## src/rtl/calc_pkg.sv

```systemverilog
// Shared definitions for the calculator divide unit: state encodings and default sizing.
package calc_pkg;

  localparam int DEF_WIDTH = 4;
  localparam int DEF_CW    = 3;

  typedef enum logic [1:0] {
    S_IDLE = 2'b00,
    S_ITER = 2'b01,
    S_DONE = 2'b10
  } state_e;

endpackage

```

## src/rtl/seq_divider_if.sv

```systemverilog
// Control-unit <-> divider bundle. The control unit is the master (drives go and the operands).
// Handshake: go is sampled only while busy=0; completion is a one-cycle done pulse with results already registered.
interface seq_divider_if #(
  parameter int WIDTH = calc_pkg::DEF_WIDTH
);

  logic             go;
  logic [WIDTH-1:0] dividend;
  logic [WIDTH-1:0] divisor;
  logic [WIDTH-1:0] quotient;
  logic [WIDTH-1:0] remainder;
  logic             done;
  logic             div_by_zero;
  logic             busy;
  logic [1:0]       CS;

  modport master (
    output go, dividend, divisor,
    input  quotient, remainder, done, div_by_zero, busy, CS
  );

  modport slave (
    input  go, dividend, divisor,
    output quotient, remainder, done, div_by_zero, busy, CS
  );

endinterface

```

## src/rtl/seq_divider_div_step.sv

```systemverilog
// One combinational restoring-division step on the packed {R,Q} working value.
module div_step #(
  parameter int WIDTH = 4
) (
  input  logic [2*WIDTH:0] rq_i,
  input  logic [WIDTH-1:0] d_i,
  output logic [2*WIDTH:0] rq_o
);

  logic [2*WIDTH:0] shifted;
  logic [WIDTH:0]   r_sh;
  logic [WIDTH:0]   r_sub;

  // R stays below D, so the bit shifted out of the top is always zero.
  always_comb begin
    shifted = rq_i << 1;
    r_sh    = shifted[2*WIDTH:WIDTH];
    r_sub   = r_sh - {1'b0, d_i};
    rq_o    = shifted;
    if (r_sh >= {1'b0, d_i}) begin
      rq_o[2*WIDTH:WIDTH] = r_sub;
      rq_o[0]             = 1'b1;
    end
  end

endmodule

```

## src/rtl/seq_divider.sv

```systemverilog
// Iterative unsigned restoring divider: one quotient bit per clock, results held until the next completion.
module seq_divider
  import calc_pkg::*;
#(
  parameter int WIDTH = DEF_WIDTH,
  parameter int CW    = DEF_CW
) (
  input  logic          clk,
  input  logic          rst,
  seq_divider_if.slave  bus
);

  state_e           state_q;
  logic [CW-1:0]    cnt_q;
  logic [WIDTH:0]   r_q;
  logic [WIDTH-1:0] q_q;
  logic [WIDTH-1:0] d_q;
  logic [WIDTH-1:0] quo_q;
  logic [WIDTH-1:0] rem_q;
  logic             done_q;
  logic             dbz_q;
  logic [2*WIDTH:0] rq_d;

  div_step #(.WIDTH(WIDTH)) u_step (
    .rq_i (({r_q, q_q})),
    .d_i  (d_q),
    .rq_o (rq_d)
  );

  always_ff @(posedge clk) begin
    if (!rst) begin
      state_q <= S_IDLE;
      cnt_q   <= '0;
      r_q     <= '0;
      q_q     <= '0;
      d_q     <= '0;
      quo_q   <= '0;
      rem_q   <= '0;
      done_q  <= 1'b0;
      dbz_q   <= 1'b0;
    end else begin
      done_q <= 1'b0;
      case (state_q)
        S_IDLE: begin
          if (bus.go) begin
            if (bus.divisor != '0) begin
              d_q     <= bus.divisor;
              q_q     <= bus.dividend;
              r_q     <= '0;
              cnt_q   <= CW'(WIDTH);
              dbz_q   <= 1'b0;
              state_q <= S_ITER;
            end else begin
              quo_q   <= '1;
              rem_q   <= bus.dividend;
              dbz_q   <= 1'b1;
              done_q  <= 1'b1;
              state_q <= S_DONE;
            end
          end
        end
        S_ITER: begin
          r_q   <= rq_d[2*WIDTH:WIDTH];
          q_q   <= rq_d[WIDTH-1:0];
          cnt_q <= cnt_q - CW'(1);
          // Outputs are loaded straight from the final step so no partial result is ever visible.
          if (cnt_q == CW'(1)) begin
            quo_q   <= rq_d[WIDTH-1:0];
            rem_q   <= rq_d[2*WIDTH-1:WIDTH];
            done_q  <= 1'b1;
            state_q <= S_DONE;
          end
        end
        S_DONE: begin
          state_q <= S_IDLE;
        end
        default: begin
          state_q <= S_IDLE;
        end
      endcase
    end
  end

  assign bus.quotient    = quo_q;
  assign bus.remainder   = rem_q;
  assign bus.done        = done_q;
  assign bus.div_by_zero = dbz_q;
  assign bus.busy        = (state_q != S_IDLE);
  assign bus.CS          = state_q;

endmodule

```

## src/flat_wrapper.sv

```systemverilog
// flat-port wrapper written by rule: the top's interface ports become plain ports
module seq_divider_flat import calc_pkg::*;
#(
  parameter int WIDTH = DEF_WIDTH,
  parameter int CW    = DEF_CW
)
  (clk, rst, bus_go, bus_dividend, bus_divisor, bus_quotient, bus_remainder, bus_done, bus_div_by_zero, bus_busy, bus_CS);
  seq_divider_if #(.WIDTH(WIDTH)) bus_i ();
  input  logic clk;
  input  logic rst;
  input wire logic [$bits(bus_i.go)-1:0] bus_go;
  input wire logic [$bits(bus_i.dividend)-1:0] bus_dividend;
  input wire logic [$bits(bus_i.divisor)-1:0] bus_divisor;
  output wire logic [$bits(bus_i.quotient)-1:0] bus_quotient;
  output wire logic [$bits(bus_i.remainder)-1:0] bus_remainder;
  output wire logic [$bits(bus_i.done)-1:0] bus_done;
  output wire logic [$bits(bus_i.div_by_zero)-1:0] bus_div_by_zero;
  output wire logic [$bits(bus_i.busy)-1:0] bus_busy;
  output wire logic [$bits(bus_i.CS)-1:0] bus_CS;
  assign bus_i.go = bus_go;
  assign bus_i.dividend = bus_dividend;
  assign bus_i.divisor = bus_divisor;
  assign bus_quotient = bus_i.quotient;
  assign bus_remainder = bus_i.remainder;
  assign bus_done = bus_i.done;
  assign bus_div_by_zero = bus_i.div_by_zero;
  assign bus_busy = bus_i.busy;
  assign bus_CS = bus_i.CS;
  seq_divider #(.WIDTH(WIDTH), .CW(CW)) u_core (.clk(clk), .rst(rst), .bus(bus_i));
endmodule
```

## config.mk

```make
export PLATFORM = sky130hd
export DESIGN_NAME = seq_divider_flat
export DESIGN_NICKNAME = d
export VERILOG_FILES = /design/src/rtl/calc_pkg.sv /design/src/rtl/seq_divider_if.sv /design/src/rtl/seq_divider_div_step.sv /design/src/rtl/seq_divider.sv /design/src/flat_wrapper.sv
export SDC_FILE = /design/constraint.sdc
export NUM_CORES = 1
export LEC_CHECK = 0
export ABC_AREA = 1
export CAP_MARGIN = 20
export CORE_AREA = 2 2 54 56
export DETAILED_ROUTE_END_ITERATION = 10
export DIE_AREA = 0 0 56 58
export PLACE_DENSITY = 0.9
export RECOVER_POWER = 50
export SYNTH_ARGS = -nofsm -noshare
export SYNTH_HDL_FRONTEND = slang
export SYNTH_SLANG_ARGS = --single-unit
```

## constraint.sdc

```tcl
create_clock -name clk -period 3.75 [get_ports clk]
set_clock_uncertainty 0.05 [all_clocks]
set_input_delay 0.75 -clock clk [delete_from_list [all_inputs] [get_ports clk]]
set_output_delay 0.75 -clock clk [all_outputs]
set_load 0.05 [all_outputs]
```

==> results.rst, run 1 <==
.. list-table::
   :header-rows: 1

   * - Metric
     - Value
   * - Number of ports placed on the die boundary
     - 24
   * - Final Cycle Share
     - 0.684
   * - Cell depth of the worst flop-to-flop path
     - 6
   * - Number of cells on the worst hold path
     - 2
   * - Maximum buffer depth of the clock tree
     - 2
   * - Max stage delay cell, worst path
     - sky130_fd_sc_hd__clkdlybuf4s50_1
   * - Via density per instance
     - 5.20
   * - Path class of the lowest-slack min-delay path
     - flip-flop to flip-flop
   * - Transition time of the tightest slew-check pin
     - 0.891 ns
   * - Post-synthesis average cell area
     - 7.44 um^2
   * - Met3 capacity usage during global routing
     - 0.0290
   * - Clock tree from TritonCTS
     - done
   * - Pre-CTS setup slack
     - 1.29 ns
   * - Seq/Total Area, Yosys
     - 0.374
   * - Initial DRC Count
     - 72
   * - Delay of the slowest critical-path stage
     - 0.80 ns
   * - Yosys warns
     - 0
   * - Setup violators final
     - 0
   * - Area of the die
     - 3250 um^2
   * - Unrepaired setup endpoints after global routing
     - no
   * - Top-area cell type share of the netlist area
     - 0.374
   * - Congestion Overflow GR
     - 0
   * - Critical path data arrival time
     - 1.77 ns
   * - DRC violations left
     - 0
   * - Basic-gate share of the synthesized area counting and, or, nand and nor cells
     - 0.315
   * - Standby leakage power
     - 0.000803 uW
   * - Number of buffers created by CTS
     - 3
   * - Start-to-end type of the worst setup path
     - flip-flop to primary output
   * - Adder-cell share of the synthesized area
     - 0.0659
   * - Initial core utilization
     - 0.542
   * - Maximum fanout along the worst path
     - 3
   * - CTS H-tree lvls
     - 1
   * - Horizontal die dimension
     - 56 um
   * - Crit path time final
     - 2.57 ns
   * - Clock Root Buffer
     - sky130_fd_sc_hd__clkbuf_4
   * - Hold violation count in the final report
     - 0
   * - Worst slew margin relative to its limit
     - 0.400
   * - Hold buffers post-CTS
     - 0
   * - GRT met1 Usage
     - 0.264
   * - Peak ir drop on the vdd network
     - 0.304 mV
   * - Status
     - complete, no violations
   * - Final Instance Count excl. Fillers
     - 249
   * - FFs w/ async S/R, synth
     - 0
   * - Total of buffers placed on input and output ports
     - 23
   * - Number of placement rows
     - 19
   * - Highest achievable clock rate
     - 390 MHz
   * - Count of cell types in the netlist
     - 27
   * - Post-synthesis compound-gate area fraction
     - 0.127
   * - Gpl congestion
     - 0.853
   * - Count of nets after finishing
     - 237
   * - Max-slew violation count
     - 0
   * - Tot GR Track Use
     - 0.201
   * - Fillcell total
     - 242
   * - Type of destination of the critical path
     - primary output
   * - Startpoint of the most critical register-to-register path
     - u_core.bus.CS[0]
   * - Share of layout cells above drive strength 1
     - 0.0917
   * - Diodes inserted
     - 0
   * - Startpoint of the lowest-slack hold path
     - u_core.d_q[2]
   * - Setup TNS
     - 0 ns
   * - Post-synthesis sequential element count
     - 27
   * - Total non-filler cell area in the finished layout
     - 1680 um^2
   * - Leading post-synthesis cells by cell area
     - sky130_fd_sc_hd__dfxtp_1 37%, sky130_fd_sc_hd__inv_1 8.3%, sky130_fd_sc_hd__nor2_1 7.3%
   * - Largest family of logic cells by synthesized area
     - simple AND/OR/NAND/NOR gates
   * - Post-Syn Nets
     - 212
   * - Cell type with the highest aggregate area in the netlist
     - sky130_fd_sc_hd__dfxtp_1
   * - Number of max-cap violations
     - 0
   * - Data required time at the worst endpoint
     - 2.95 ns
   * - Hold Worst Slack
     - 0.431 ns
   * - Sequential cell area
     - 541 um^2
   * - Core Box Area
     - 2660 um^2
   * - Worst Hold Endpoint
     - u_core.d_q[2]
   * - Pwr per Cell Area
     - 407 nW/um^2
   * - Clock-pin slew of the registers on the worst-case setup and hold paths
     - 0.14 ns
   * - Register-to-register path setup slack
     - 1.96 ns
   * - Share of synthesized area spent on multiplexers
     - 0
   * - Crit-path cells
     - inv_2, nand2_1, clkdlybuf4s50_1
   * - Post-Synthesis Cell Area
     - 1440 um^2
   * - Clock latency on the worst-skew pair
     - 0.33 ns
   * - Capture instance of the worst register-to-register path
     - u_core.bus.quotient[2]
   * - Sum of routed wire length over all layers
     - 3080 um
   * - Initial antenna violation count
     - 0
   * - Top Usage Layer GRT
     - met2
   * - Height of the die
     - 58 um
   * - Number of post-CTS setup repair buffers
     - 0
   * - Area growth syn-to-layout
     - 16.2%
   * - Sinks on Clock Net
     - 27
   * - Combined area of the multi-input logic cells
     - 702 um^2
   * - Number of enable-type register cells in the synthesized netlist
     - 0
   * - Average wire per standard cell
     - 12.4 um
   * - Post-Synthesis Cells
     - 194
   * - Global-route wire length before repair
     - 5160 um
   * - Met2 usage in global routing
     - 0.356
   * - Most frequently used flop master after synthesis
     - sky130_fd_sc_hd__dfxtp_1
   * - Number of vias after detailed routing
     - 1296
   * - Vias in the first global route
     - 1168
   * - Post-cts sizing count
     - 0
   * - DRT antenna net count
     - 0
   * - Startpoint kind of the worst setup timing path
     - flip-flop
   * - XOR/XNOR share of the synthesized area
     - 0.00607
   * - Area after detailed placement
     - 1690 um^2
   * - # placed instances
     - 245
   * - Worst setup slack after layout
     - 1.18 ns
   * - Initial DRT Pass Iterations
     - 4
   * - DP Wirelength
     - 2310 um
   * - Maximum number of pins on one net before global-route repair
     - 19
-- layer usage --
metal | vias to the layer above | wire length, um
met5 | - | 0
met4 | 0 | 46
met3 | 4 | 160
met2 | 42 | 1510
met1 | 579 | 1370
li1 | 671 | -
-- logic make-up (layout without fill, tap and decap cells) --
logic type / Yosys count / in the layout
and+or+nand+nor: 86 / 86
buffers and inverters: 40 / 64
AOI/OAI and AO/OA: 33 / 33
DFF: 27 / 27
adders and majority gates: 7 / 7
xor gates and xnor gates: 1 / 1
-- layout make-up --
cell class	count	share of cell area
flip-flops and latches	27	0.322
clock buffers	4	0.0157
inverters	37	0.0835
well taps	31	0.0231
repair buffers	23	0.137
multi-input cells	127	0.418
-- flip-flops by register name, indices dropped and copies added, names as in the netlist --
| name | flops |
|---|---|
| u_core.d_q | 4 |
| u_core.q_q | 4 |
| u_core.cnt_q | 3 |
| u_core.bus.quotient | 4 |
| u_core.bus.done | 1 |
| u_core.bus.div_by_zero | 1 |
| u_core.bus.CS | 2 |
| u_core.r_q | 4 |
| u_core.bus.remainder | 4 |
-- Yosys cell counts, types with 3 or more instances --
cell type	n
sky130_fd_sc_hd__nand4_1	5
sky130_fd_sc_hd__nor2_2	4
sky130_fd_sc_hd__nand2_1	19
sky130_fd_sc_hd__ha_1	6
sky130_fd_sc_hd__o21ai_0	15
sky130_fd_sc_hd__nand2_2	3
sky130_fd_sc_hd__dfxtp_1	27
sky130_fd_sc_hd__a21oi_1	11
sky130_fd_sc_hd__nor2_1	28
sky130_fd_sc_hd__nand3_2	6
sky130_fd_sc_hd__nand3_1	15
sky130_fd_sc_hd__inv_2	3
sky130_fd_sc_hd__o21ai_1	4
sky130_fd_sc_hd__inv_1	32
-- how the worst max path moves through the flow --
stage | startpoint | to | slack, ns
floorplan | u_core.bus.CS[1] | bus_busy | 1.81
global placement | rst | u_core.cnt_q[0] | 1.32
detailed placement | rst | u_core.cnt_q[0] | 1.29
finish | u_core.bus.CS[0] | bus_busy | 1.18
CTS | u_core.bus.CS[0] | bus_busy | 1.19
global route | bus_divisor[2] | u_core.bus.quotient[1] | 1.10
-- through the flow --
step | util | power [uW]
floorplan | - | 505
global placement | 0.635 | 556
detailed placement | 0.635 | 563
CTS | 0.645 | 686
global route | 0.630 | 724
finish | 0.630 | 682
-- worst max-delay path, delay by kind of cell (launching register included) --
| kind | cells | cell delay [ns] |
|---|---|---|
| buffers and inverters | 2 | 0.88 |
| DFF | 1 | 0.46 |
| and+or+nand+nor | 1 | 0.10 |
-- cell usage in the layout, fill, tap and decap left out, drive strengths merged --
cell type,netlist,routed
or2,1,1
clkdlybuf4s50,0,21
ha,6,6
nor3,2,2
nand3,22,22
clkinv,2,1
nand4,5,5
dfxtp,27,27
clkinvlp,0,1
clkbuf,0,4
fa,1,1
dlygate4sd3,0,2
inv,35,35
a21oi,13,13
xor2,1,1
o21ai,20,20
nor2,32,32
nand2,24,24
-- power by group --
group | total (uW) | switching [uW] | leakage [uW] | internal [uW]
sequential | 327 | 15.9 | 0.000221 | 311
clock | 128 | 86.6 | 0.0000150 | 41.7
combinational | 227 | 151 | 0.000567 | 76.0
total | 682 | 254 | 0.000803 | 428
No activity file was read; power rests on OpenSTA's default activity.
==> inputs of run 2 (changes only) <==
--- a/config.mk
+++ b/config.mk
@@ -7,10 +7,10 @@
 export LEC_CHECK = 0
 export ABC_AREA = 1
 export CAP_MARGIN = 20
-export CORE_AREA = 2 2 54 56
+export CORE_AREA = 2 2 56 58
 export DETAILED_ROUTE_END_ITERATION = 10
-export DIE_AREA = 0 0 56 58
-export PLACE_DENSITY = 0.9
+export DIE_AREA = 0 0 58 60
+export PLACE_DENSITY = 0.85
 export RECOVER_POWER = 50
 export SYNTH_ARGS = -nofsm -noshare
 export SYNTH_HDL_FRONTEND = slang
==> constraint.sdc (replaced) <==
create_clock -name clk -period 2.65 [get_ports clk]
set_clock_uncertainty 0.05 [all_clocks]
set_input_delay 0.53 -clock clk [delete_from_list [all_inputs] [get_ports clk]]
set_output_delay 0.53 -clock clk [all_outputs]
set_load 0.05 [all_outputs]
==> results.rst, run 2 (synthesized netlist as in run 1, its figures left out) <==
.. list-table::
   :header-rows: 1

   * - Metric
     - Value
   * - Met2 usage in global routing
     - 0.302 (-0.0544)
   * - Met3 capacity usage during global routing
     - 0.0260 (-0.00304)
   * - Delay of the slowest critical-path stage
     - 0.79 ns (about the same)
   * - Vias in the first global route
     - 1137 (-2.7%)
   * - Clock latency on the worst-skew pair
     - 0.31 ns (-0.02 ns)
   * - Maximum buffer depth of the clock tree
     - 2 (unchanged)
   * - Setup violators final
     - 0 (unchanged)
   * - Unrepaired setup endpoints after global routing
     - no
   * - DP Wirelength
     - 2310 um (about the same)
   * - Initial antenna violation count
     - 0 (unchanged)
   * - Status
     - complete, no violations
   * - Max-slew violation count
     - 0 (unchanged)
   * - Max stage delay cell, worst path
     - sky130_fd_sc_hd__clkdlybuf4s50_1
   * - Portion of total power attributed to combinational logic
     - 0.337 (+0.004)
   * - Setup TNS
     - 0 ns (unchanged)
   * - Crit-path cells
     - inv_2, nand2_1, clkdlybuf4s50_1
   * - Crit path time final
     - 2.24 ns
   * - Number of placement rows
     - 20 (+1)
   * - Start-to-end type of the worst setup path
     - flip-flop to primary output
   * - DRT antenna net count
     - 0 (unchanged)
   * - Clock-pin slew of the registers on the worst-case setup and hold paths
     - 0.14 ns (about the same)
   * - Initial core utilization
     - 0.497 (-0.0449)
   * - Number of buffers created by CTS
     - 3 (unchanged)
   * - Most common cell after layout, fill and taps aside
     - sky130_fd_sc_hd__inv_1
   * - Final design utilization
     - 0.589 (-0.0409)
   * - Maximum number of pins on one net before global-route repair
     - 19 (unchanged)
   * - Switching share of power
     - 0.364 (-0.00834)
   * - Data required time at the worst endpoint
     - 2.07 ns (-0.88 ns)
   * - Total of buffers placed on input and output ports
     - 23 (unchanged)
   * - Internal portion of total power
     - 607 uW (+42%)
   * - Peak ir drop on the vdd network
     - 0.406 mV (+33%)
   * - Transition time of the tightest slew-check pin
     - 0.670 ns (-0.221 ns)
   * - Horizontal die dimension
     - 58 um (+3.6%)
   * - Number of cells on the worst hold path
     - 2 (unchanged)
   * - Critical path data arrival time
     - 1.66 ns (-0.11 ns)
   * - Gpl congestion
     - 0.877 (+2.9%)
   * - Type of destination of the critical path
     - primary output
   * - Congestion Overflow GR
     - 0 (unchanged)
   * - Clock tree from TritonCTS
     - done
   * - Number of max-cap violations
     - 0 (unchanged)
   * - Number of ports placed on the die boundary
     - 24 (unchanged)
   * - Cell depth of the worst flop-to-flop path
     - 10 (+4)
   * - Core Box Area
     - 2900 um^2 (+9.0%)
   * - GRT met1 Usage
     - 0.248 (-0.0161)
   * - Diodes inserted
     - 0 (unchanged)
   * - Top Usage Layer GRT
     - met2
   * - Switching power
     - 347 uW (+37%)
   * - Number of post-CTS setup repair buffers
     - 0 (unchanged)
   * - Worst slew margin relative to its limit
     - 0.553 (+0.154)
   * - Startpoint kind of the worst setup timing path
     - flip-flop
   * - Clock Root Buffer
     - sky130_fd_sc_hd__clkbuf_4
   * - Height of the die
     - 60 um (+3.4%)
   * - Highest achievable clock rate
     - 446 MHz
   * - Area growth syn-to-layout
     - 18.5%
   * - Average wire per standard cell
     - 11.7 um (-5.5%)
   * - Hold buffers post-CTS
     - 0 (unchanged)
   * - Area of the die
     - 3480 um^2 (+7.1%)
   * - Final Cycle Share
     - 0.845
   * - Commonest cells after routing, fill and taps aside
     - 32 x sky130_fd_sc_hd__inv_1, 29 x sky130_fd_sc_hd__nor2_1, 27 x sky130_fd_sc_hd__dfxtp_1, 22 x sky130_fd_sc_hd__clkdlybuf4s50_1, 20 x sky130_fd_sc_hd__nand2_1
   * - Via density per instance
     - 5.15 (-0.96%)
   * - Standby leakage power
     - 0.000814 uW (+1.4%)
   * - Count of nets after finishing
     - 238 (+0.42%)
   * - Tot GR Track Use
     - 0.183 (-0.0179)
   * - Part of the power in the clock network
     - 0.181 (-0.007)
   * - Initial DRC Count
     - 26 (-64%)
   * - Global-route wire length before repair
     - 4940 um (-4.3%)
   * - Sinks on Clock Net
     - 27 (unchanged)
   * - Share of layout cells above drive strength 1
     - 0.105 (+0.0133)
   * - Pwr per Cell Area
     - 558 nW/um^2 (+37%)
   * - DRC violations left
     - 0 (unchanged)
   * - Number of vias after detailed routing
     - 1299 (+0.23%)
   * - Maximum fanout along the worst path
     - 3 (unchanged)
   * - Hold violation count in the final report
     - 0 (unchanged)
   * - Initial DRT Pass Iterations
     - 5 (+1)
   * - Sum of routed wire length over all layers
     - 2950 um (-4.3%)
   * - Register share of total power
     - 0.482 (+0.003)
   * - CTS H-tree lvls
     - 1 (unchanged)
   * - Post-cts sizing count
     - 0 (unchanged)
   * - Path class of the lowest-slack min-delay path
     - flip-flop to flip-flop
-- run 2: critical path, delay by kind of cell (launching register included) --
kind | cells | cell delay, ns
flops | 1 | 0.43
simple gates | 1 | 0.06
buf+inv | 2 | 0.85
-- run 2: path summary, 6_finish.rpt --
kind	from	slack, ns	endpoint
worst max-delay path	u_core.bus.CS[0]	0.41	bus_busy
worst min-delay path	u_core.d_q[2]	0.42	u_core.d_q[2]
worst max register to register	u_core.d_q[2]	0.86	u_core.r_q[2]
worst min register to register	u_core.d_q[2]	0.42	u_core.d_q[2]
-- run 2: stage by stage --
stage / power [uW] / cells / hold slack (ns) / worst slack [ns] / area (um^2)
5_1_grt: 1020 / 252 / 0.465 / 0.303 / 1710
3_3_place_gp: 789 / 248 / 0.398 / 0.713 / 1700
6_report: 955 / 252 / 0.420 / 0.409 / 1710
3_5_place_dp: 799 / 248 / 0.401 / 0.673 / 1700
2_1_floorplan: 714 / 194 / 0.385 / 0.932 / 1440
4_1_cts: 974 / 252 / 0.420 / 0.390 / 1730
-- run 2: power groups by stage --
stage,registers (uW),logic (uW),clock network (uW)
CTS,461,331,182
floorplan,502,212,0
finish,461,322,172
detailed placement,470,329,0
global route,464,358,193
global placement,470,319,0
-- run 2: final cells by class --
| cell class | count | area (um^2) |
|---|---|---|
| Timing Repair Buffer | 24 | 234 |
| Clock buffer | 4 | 26.3 |
| Multi-Input combinational cell | 127 | 728 |
| Tap cell | 33 | 41.3 |
| Fill cell | 279 | 1190 |
| Inverter | 37 | 140 |
| Sequential cell | 27 | 541 |
-- run 2: metal layers --
| layer | vias up | routed length (um) |
|---|---|---|
| met4 | 0 | 17 |
| li1 | 670 | - |
| met2 | 37 | 1380 |
| met1 | 590 | 1380 |
| met5 | - | 0 |
| met3 | 2 | 167 |
